### config.mk
export PLATFORM = sky130hd
export DESIGN_NAME = mux_reg_pipe
export DESIGN_NICKNAME = d
export VERILOG_FILES = /design/src/rtl/mux_reg_pkg.sv /design/src/rtl/pipe_stage.sv /design/src/rtl/mux_reg_pipe.sv
export SDC_FILE = /design/constraint.sdc
export NUM_CORES = 1
export LEC_CHECK = 0
export ABC_AREA = 1
export ABC_CLOCK_PERIOD_IN_PS = 1900
export CAP_MARGIN = 10
export CORE_ASPECT_RATIO = 1.25
export CORE_MARGIN = 3
export CORE_UTILIZATION = 43
export CTS_BUF_LIST = sky130_fd_sc_hd__clkbuf_4 sky130_fd_sc_hd__clkbuf_8 sky130_fd_sc_hd__clkbuf_16
export DETAILED_ROUTE_END_ITERATION = 12
export GPL_ROUTABILITY_DRIVEN = 1
export PLACE_DENSITY = 0.78
export SYNTH_ARGS = -nofsm -noshare
export SYNTH_HDL_FRONTEND = slang
export SYNTH_SLANG_ARGS = --single-unit
### constraint.sdc
create_clock -name clk -period 1.9 [get_ports clk]
set_input_delay 0.38 -clock clk [delete_from_list [all_inputs] [get_ports clk]]
set_output_delay 0.38 -clock clk [all_outputs]
set_load 0.1 [all_outputs]
### src/rtl/mux_reg_pkg.sv
// Shared width helpers for the muxed register pipeline.
// Widths never collapse to zero, even for the smallest legal parameters.
package mux_reg_pkg;

    function automatic int clog2_min1(input int n);
        return (n <= 2) ? 1 : $clog2(n);
    endfunction

    function automatic int sel_w(input int num_in);
        return clog2_min1(num_in);
    endfunction

    function automatic int occ_w(input int depth);
        return clog2_min1(depth + 1);
    endfunction

endpackage

### src/rtl/pipe_stage.sv
// One {valid, data} register of the elastic pipeline.
// Flush clears only the valid bit; the data is left as it is.
module pipe_stage #(
    parameter int               WIDTH     = 8,
    parameter logic [WIDTH-1:0] RESET_VAL = '0
) (
    input  logic             clk,
    input  logic             rst,
    input  logic             flush,
    input  logic             move,
    input  logic             load_valid,
    input  logic [WIDTH-1:0] load_data,
    output logic             valid,
    output logic [WIDTH-1:0] data
);

    always_ff @(posedge clk) begin
        if (rst) begin
            valid <= 1'b0;
            data  <= RESET_VAL;
        end else if (flush) begin
            valid <= 1'b0;
        end else if (move) begin
            valid <= load_valid;
            if (load_valid) begin
                data <= load_data;
            end
        end
    end

endmodule

### src/rtl/mux_reg_pipe.sv
// NUM_IN:1 word select feeding a DEPTH-stage valid/ready register pipeline,
// with flush, occupancy count and an out-of-range select flag.
module mux_reg_pipe
    import mux_reg_pkg::*;
#(
    parameter int               WIDTH     = 8,
    parameter int               NUM_IN    = 4,
    parameter int               DEPTH     = 3,
    parameter logic [WIDTH-1:0] RESET_VAL = '0
) (
    input  logic                      clk,
    input  logic                      rst,
    input  logic [NUM_IN*WIDTH-1:0]   d,
    input  logic [sel_w(NUM_IN)-1:0]  sel,
    input  logic                      in_valid,
    output logic                      in_ready,
    input  logic                      flush,
    output logic [WIDTH-1:0]          q,
    output logic                      out_valid,
    input  logic                      out_ready,
    output logic [occ_w(DEPTH)-1:0]   occupancy,
    output logic                      sel_err
);

    localparam int SEL_W = sel_w(NUM_IN);
    localparam int OCC_W = occ_w(DEPTH);
    localparam logic [SEL_W:0] NUM_IN_L = (SEL_W + 1)'(NUM_IN);

    logic [DEPTH-1:0] v;
    logic [DEPTH-1:0] mv;
    logic [WIDTH-1:0] data [DEPTH];
    logic [WIDTH-1:0] word;
    logic             sel_oor;
    logic             accept;
    logic             retire;

    always_comb begin
        word = '0;
        for (int i = 0; i < NUM_IN; i++) begin
            if (sel == SEL_W'(i)) begin
                word = d[i*WIDTH +: WIDTH];
            end
        end
    end

    assign sel_oor = ({1'b0, sel} >= NUM_IN_L);

    // Ready ripples back from the output: a stage moves once any later
    // stage has a hole or the consumer takes the head word.
    always_comb begin
        logic go;
        go = out_ready | ~v[DEPTH-1];
        mv = '0;
        for (int k = DEPTH - 1; k >= 0; k--) begin
            mv[k] = go;
            if (k > 0) begin
                go = go | ~v[k];
            end
        end
    end

    assign in_ready  = mv[0] & ~flush;
    assign accept    = in_valid & in_ready;
    assign retire    = out_valid & out_ready;
    assign q         = data[DEPTH-1];
    assign out_valid = v[DEPTH-1];

    for (genvar k = 0; k < DEPTH; k++) begin : g_stage
        logic             ld_v;
        logic [WIDTH-1:0] ld_d;
        if (k == 0) begin : g_head
            assign ld_v = accept;
            assign ld_d = word;
        end else begin : g_body
            assign ld_v = v[k-1];
            assign ld_d = data[k-1];
        end
        pipe_stage #(
            .WIDTH     (WIDTH),
            .RESET_VAL (RESET_VAL)
        ) u_stage (
            .clk        (clk),
            .rst        (rst),
            .flush      (flush),
            .move       (mv[k]),
            .load_valid (ld_v),
            .load_data  (ld_d),
            .valid      (v[k]),
            .data       (data[k])
        );
    end

    always_ff @(posedge clk) begin
        if (rst) begin
            occupancy <= '0;
            sel_err   <= 1'b0;
        end else if (flush) begin
            occupancy <= '0;
            sel_err   <= 1'b0;
        end else begin
            occupancy <= occupancy + OCC_W'(accept) - OCC_W'(retire);
            sel_err   <= accept & sel_oor;
        end
    end

endmodule

==> flow_metrics.env, run 1 <==
export IMPL_synth_seq_area_share_pct=42.0
export IMPL_io_buffers=50
export IMPL_fin_util_pct=66.8
export IMPL_dp_cells=297
export IMPL_synth_area_sq_mm=0.00138
export IMPL_clock_fmax_ghz=0.582
export IMPL_fin_nets=308
export IMPL_diodes=0
export IMPL_wl_per_cell_um=8.50
export IMPL_ant_nets=0
export IMPL_drt_pass1_iterations=4
export IMPL_fin_crit_ns=1.72
export IMPL_crit_arrival_ns=1.34
export IMPL_vias=1357
export IMPL_tns_ns=0
export IMPL_power_density_mw_per_mm2=610
export IMPL_cp_start_kind="input pin"
export IMPL_synthDistinctLibCells=21
export IMPL_die_h_um=69.4
export IMPL_yosys_warnings=0
export IMPL_ys_seq_elements=29
export IMPL_clockBufferDepth=2
export IMPL_start_util_pct=46.1
export IMPL_layout_cells_most_common="nand2_1"
export IMPL_ir_drop_v=0.000412
export IMPL_slew_violations=0
export IMPL_area_delta_synth_final_pct=44.9
export IMPL_cts_resized=0
export IMPL_dpl_hpwl_um=2140
export IMPL_worstSkewPairLatency_ns=0.33
export IMPL_hold_path_class="reg2reg"
export IMPL_cts_tree="built"
export IMPL_instances_no_fill=305
export IMPL_ctsHoldBuffers=0
export IMPL_ioPinCount=52
export IMPL_final_cell_mix="61 x nand2_1, 49 x nor2_1, 38 x clkdlybuf4s50_1, 28 x dfxtp_1"
export IMPL_wl_um=2590
export IMPL_antenna_found_initial=0
export IMPL_p_leak_nw=0.909
export IMPL_cts_num_sinks=29
export IMPL_place_area_sq_mm=0.00195
export IMPL_numCtsBuffers=5
export IMPL_coreArea_sq_mm=0.00300
export IMPL_total_power_mw=1.22
export IMPL_grt_remaining_overflow=0
export IMPL_syn_area_per_cell_sq_um=6.58
export IMPL_grt_max_degree=25
export IMPL_reg2reg_from="g_stage[2].u_stage.valid$_SDFFE_PP0P_"
export IMPL_finalSetupViolations=0
export IMPL_cts_setup_buffers=0
export IMPL_dieArea_sq_mm=0.00394
export IMPL_rows=22
export IMPL_finClkSkew_ns=0.0108
export IMPL_clkTransAtPathRegs_ns=0.09
export IMPL_grtUsageTotal_pct=15.1
export IMPL_final_area_sq_mm=0.00200
export IMPL_avgViaCountPerCell=4.45
export IMPL_crit_required_ns=1.52
export IMPL_end_kind="output port"
export IMPL_hold_viol=0
export IMPL_root_buffer="clkbuf_4"
export IMPL_drc_errors=0
export IMPL_grt_pass1_wl_um=4770
export IMPL_synth_fp_nets=250
export IMPL_drv_cap=0
export IMPL_first_global_vias=1258
export IMPL_drt_iter0_drc=27
export IMPL_fin_crit_sh_pct=90.4
export IMPL_htreeDepth=2
export IMPL_syn_inst=210
export IMPL_worstSetupPathType="in2out"
export IMPL_crit_start="out_ready"
export IMPL_cp_max_fo=3
export IMPL_drive_gt1_share_pct=15.2
export IMPL_rsz0062_at_grt="false"
export IMPL_place_gp_congestion=0.731
export IMPL_die_width_um=56.7
export IMPL_min_from="g_stage[1].u_stage.data[6]$_SDFFE_PP0P_"
export IMPL_status="complete, no violations"
==> final cells by class <==
cell class,count,area [sq um]
clock buffer,5,37.5
tap,36,45.0
inverter,22,82.6
multi-input combinational,155,693
fill,297,997
timing repair buffer,55,546
sequential,29,582
clock inverter,3,17.5
==> kinds of logic (layout without fill, tap and decap cells) <==
logic type / count (synthesis) / after routing / synth area share [%]
other cells: 1 / 1 / 0.271
flops: 29 / 29 / 42.0
xor+xnor: 1 / 1 / 0.634
buf+inv: 26 / 85 / 7.87
simple gates: 131 / 131 / 40.7
compound gates: 21 / 21 / 7.60
fa+ha+maj: 1 / 1 / 0.905
==> final timing paths <==
kind	slack, ns	depth (start not counted)	endpoint
worst max-delay path	0.18	6	in_ready
worst min-delay path	0.49	2	g_stage[1].u_stage.data[6]$_SDFFE_PP0P_
worst max register to register	0.43	10	occupancy[1]$_SDFF_PP0_
worst min register to register	0.49	2	g_stage[1].u_stage.data[6]$_SDFFE_PP0P_
==> worst max-delay path: stages <==
cell and delay, ns:
clkdlybuf4s50_1 0.48, inv_1 0.07, nand3_2 0.09, nand2_1 0.05
inv_1 0.09, buf_12 0.18
==> metrics by stage <==
stage	hold slack (ns)	worst slack [ns]
floorplan	0.450	0.164
global placement	0.458	0.0427
detailed placement	0.468	-0.0665
CTS	0.489	0.177
global route	0.515	0.119
finish	0.486	0.182
==> cell usage after synthesis, drive strengths merged <==
library cell	n	share of area, %
dfxtp	29	42
inv	22	6.0
o21ai	17	6.2
ha	1	0.90
nand3	13	6.2
nand4	1	0.45
nand2	63	18
or2	1	0.45
conb	1	0.27
xnor2	1	0.63
buf	2	1.4
a21oi	4	1.4
clkbuf	2	0.54
nor2	53	16
==> state kept, by name, summed over array words and instances (netlist names) <==
| register | flops |
|---|---|
| g_stage.u_stage.data | 24 |
| g_stage.u_stage.valid | 3 |
| occupancy | 2 |
==> routing by layer <==
metal	track usage [%]	up-vias	share of wire, %
met2	27.1	45	51
met5	0	-	0
met4	9.50	0	3.0
met1	14.8	544	39
li1	-	760	-
met3	3.91	8	6.8
==> where the power goes <==
part	total [mW]	leakage, nW	internal, mW	switching [mW]
Combinational	0.235	0.642	0.119	0.116
Sequential	0.634	0.236	0.626	0.00816
Clock	0.353	0.0310	0.139	0.214
Note: power is estimated with default switching activity, not from simulation.
==> inputs of run 2 (changes only) <==
ABC_AREA = unset   (was 1)
CORE_UTILIZATION = 45   (was 43)
PLACE_DENSITY = 0.8   (was 0.78)
==> flow_metrics.env, run 2 <==
export IMPL_p_leak_nw=0.765
export IMPL_dpl_hpwl_um=2580
export IMPL_synth_area_sq_mm=0.00151
export IMPL_slew_headroom_pct=66.6
export IMPL_tightest_slew_ns=0.501
export IMPL_top_regs="g_stage.u_stage.data x24, g_stage.u_stage.valid x3, occupancy x2"
export IMPL_fin_crit_ns=1.76
export IMPL_avgViaCountPerCell=5.69
export IMPL_holdWs_ns=0.468
export IMPL_coreArea_sq_mm=0.00308
export IMPL_grt_pass1_wl_um=5870
export IMPL_tns_ns=0
export IMPL_fin_util_pct=67.7
export IMPL_cts_num_sinks=29
export IMPL_status="complete, no violations"
export IMPL_largest_register="g_stage.u_stage.data"
export IMPL_reg2reg_from="g_stage[2].u_stage.valid$_SDFFE_PP0P_"
export IMPL_min_from="g_stage[1].u_stage.data[7]$_SDFFE_PP0P_"
export IMPL_slew_violations=0
export IMPL_io_buffers=50
export IMPL_largest_reg_flops=24
export IMPL_hold_path_class="reg2reg"
export IMPL_synth_edff_count=0
export IMPL_whs_endpoint="g_stage[2].u_stage.data[7]$_SDFFE_PP0P_"
export IMPL_area_delta_synth_final_pct=38.4
export IMPL_wl_um=3270
export IMPL_ioPinCount=52
export IMPL_total_power_mw=1.27
export IMPL_r2r_setup_slack_ns=0.21
export IMPL_yosys_top_cells_area="dfxtp_1 39%, mux4_2 12%, a21oi_1 8.3%, nand3_1 5.3%, nand4b_1 4.6%"
export IMPL_diodes=0
export IMPL_grtUsageTotal_pct=18.4
export IMPL_clock_fmax_ghz=0.567
export IMPL_grt_max_degree=27
export IMPL_end_kind="output port"
export IMPL_vias=1355
export IMPL_ir_drop_v=0.000468
export IMPL_cp_start_kind="flip-flop"
export IMPL_crit_arrival_ns=1.38
export IMPL_synth_most_common_cell="dfxtp_1"
export IMPL_instances_no_fill=238
export IMPL_dp_cells=230
export IMPL_syn_area_per_cell_sq_um=9.92
export IMPL_die_h_um=70.7
export IMPL_antenna_found_initial=0
export IMPL_start_util_pct=48.9
export IMPL_place_worst_setup_slack_ns=-0.233
export IMPL_rows=22
export IMPL_synth_largest_area_cell="dfxtp_1"
export IMPL_clkTransAtPathRegs_ns=0.09
export IMPL_htreeDepth=2
export IMPL_drt_pass1_iterations=4
export IMPL_power_density_mw_per_mm2=610
export IMPL_path_cells="and3b_2 -> buf_6 -> nor2_4 -> buf_12"
export IMPL_grt_remaining_overflow=0
export IMPL_final_cell_mix="37 x clkdlybuf4s50_1, 28 x dfxtp_1, 25 x a21oi_1, 16 x nand3_1, 15 x buf_4"
export IMPL_fin_nets=241
export IMPL_drt_iter0_drc=29
export IMPL_die_width_um=57.8
export IMPL_ant_nets=0
export IMPL_drive_gt1_share_pct=21.8
export IMPL_first_global_vias=1399
export IMPL_crit_slowest_cell="dfxtp_4"
export IMPL_numCtsBuffers=5
export IMPL_ys_seq_elements=29
export IMPL_hold_viol=0
export IMPL_clockBufferDepth=2
export IMPL_worstSetupPathType="reg2out"
export IMPL_worstSkewPairLatency_ns=0.33
export IMPL_critPathBufInv=2
export IMPL_r2r_end="occupancy[1]$_SDFF_PP0_"
export IMPL_fill_cells=250
export IMPL_layout_cells_most_common="clkdlybuf4s50_1"
export IMPL_synthArstFlopShare_pct=0
export IMPL_cpPeakStageDelay_ns=0.39
export IMPL_syn_inst=152
export IMPL_finalSetupViolations=0
export IMPL_final_area_sq_mm=0.00209
export IMPL_synth_fp_nets=192
export IMPL_synth_commonest_cells="29 x dfxtp_1, 25 x a21oi_1, 16 x nand3_1"
export IMPL_rsz0062_at_grt="false"
export IMPL_rr_worst_depth=7
export IMPL_place_gp_congestion=0.717
export IMPL_root_buffer="clkbuf_4"
export IMPL_path_delay_family="flip-flops"
export IMPL_finClkSkew_ns=0.00207
export IMPL_yosys_warnings=0
export IMPL_synth_seq_area_share_pct=38.5
export IMPL_cp_max_fo=10
export IMPL_wl_per_cell_um=13.7
export IMPL_ctsHoldBuffers=0
export IMPL_synthDistinctLibCells=36
export IMPL_holdPathStages=2
export IMPL_drv_cap=0
export IMPL_cts_tree="built"
export IMPL_drc_errors=0
export IMPL_dieArea_sq_mm=0.00409
export IMPL_timing_final_ws_setup_ns=0.137
export IMPL_synth_main_ff_cell="dfxtp_1"
export IMPL_fin_crit_sh_pct=92.8
export IMPL_crit_required_ns=1.52
export IMPL_netlist_area_leader_share_pct=38.5
export IMPL_place_area_sq_mm=0.00201
==> run 2: cell count changes after synthesis, sizes merged, moves of 8 or more <==
| cell | delta |
|---|---|
| nor2 | -50 |
| o31ai | +8 |
| mux4 | +8 |
| a21oi | +21 |
| inv | -21 |
| nand2 | -62 |
| buf | +11 |
| nand4b | +8 |
==> run 2: power by group <==
group / internal [mW] / switching, mW / total [mW] / leakage (nW)
Combinational: 0.130 / 0.0871 / 0.217 / 0.488
Clock: 0.214 / 0.214 / 0.428 / 0.0413
Sequential: 0.619 / 0.00894 / 0.628 / 0.236
Total: 0.963 / 0.310 / 1.27 / 0.765
==> run 2: kinds of logic (layout without fill, tap and decap cells) <==
family	after synthesis	count (layout)	synth area share [%]
adders and majority gates	1	1	0.830
buffers and inverters	18	68	10.5
and+or+nand+nor	41	41	17.3
other	1	1	0.249
xor gates and xnor gates	2	2	1.16
muxes	9	9	12.6
AOI/OAI and AO/OA	51	51	18.9
DFF	29	29	38.5
==> run 2: layer usage <==
layer / vias to the layer above / track usage (%) / share of wire [%]
met5: - / 0 / 0
li1: 671 / - / -
met3: 7 / 4.38 / 7.6
met2: 60 / 33.9 / 54
met1: 617 / 18.8 / 37
met4: 0 / 9.02 / 1.8
==> run 2: what timing repair did <==
item | CTS | global route
setup endpoints to repair | 0 | 2
resized for setup | 0 | 2
buffers inserted | 0 | 0
==> run 2: area by class of cell <==
class	count	area, sq um	area share, %
Sequential cell	29	584	28.0
Clock inverter	1	5.00	0.240
Multi-Input combinational cell	105	777	37.2
Timing Repair Buffer	59	607	29.1
Clock buffer	7	65.1	3.12
Inverter	1	3.75	0.180
Tap cell	36	45.0	2.16
==> run 2: worst max-delay path by stage <==
stage                                     startpoint                       to  slack, ns  depth (start not counted)
6_report       g_stage[2].u_stage.valid$_SDFFE_PP0P_                 in_ready       0.14                          4
3_3_place_gp                               out_ready  occupancy[1]$_SDFF_PP0_      -0.16                          8
2_1_floorplan                occupancy[0]$_SDFF_PP0_  occupancy[1]$_SDFF_PP0_       0.11                          4
3_5_place_dp                               out_ready  occupancy[1]$_SDFF_PP0_      -0.23                          8
5_1_grt        g_stage[2].u_stage.valid$_SDFFE_PP0P_                 in_ready       0.06                          4
4_1_cts                                    out_ready                 in_ready      0.002                          5
==> run 2: worst register-to-register path: stages, from the launching register on <==
cell and delay [ns]:
dfxtp_4 0.39, and3b_2 0.23, nor2_1 0.14, xnor2_1 0.14, ha_1 0.18, xor2_1 0.22
nand4_1 0.11, and3_1 0.18
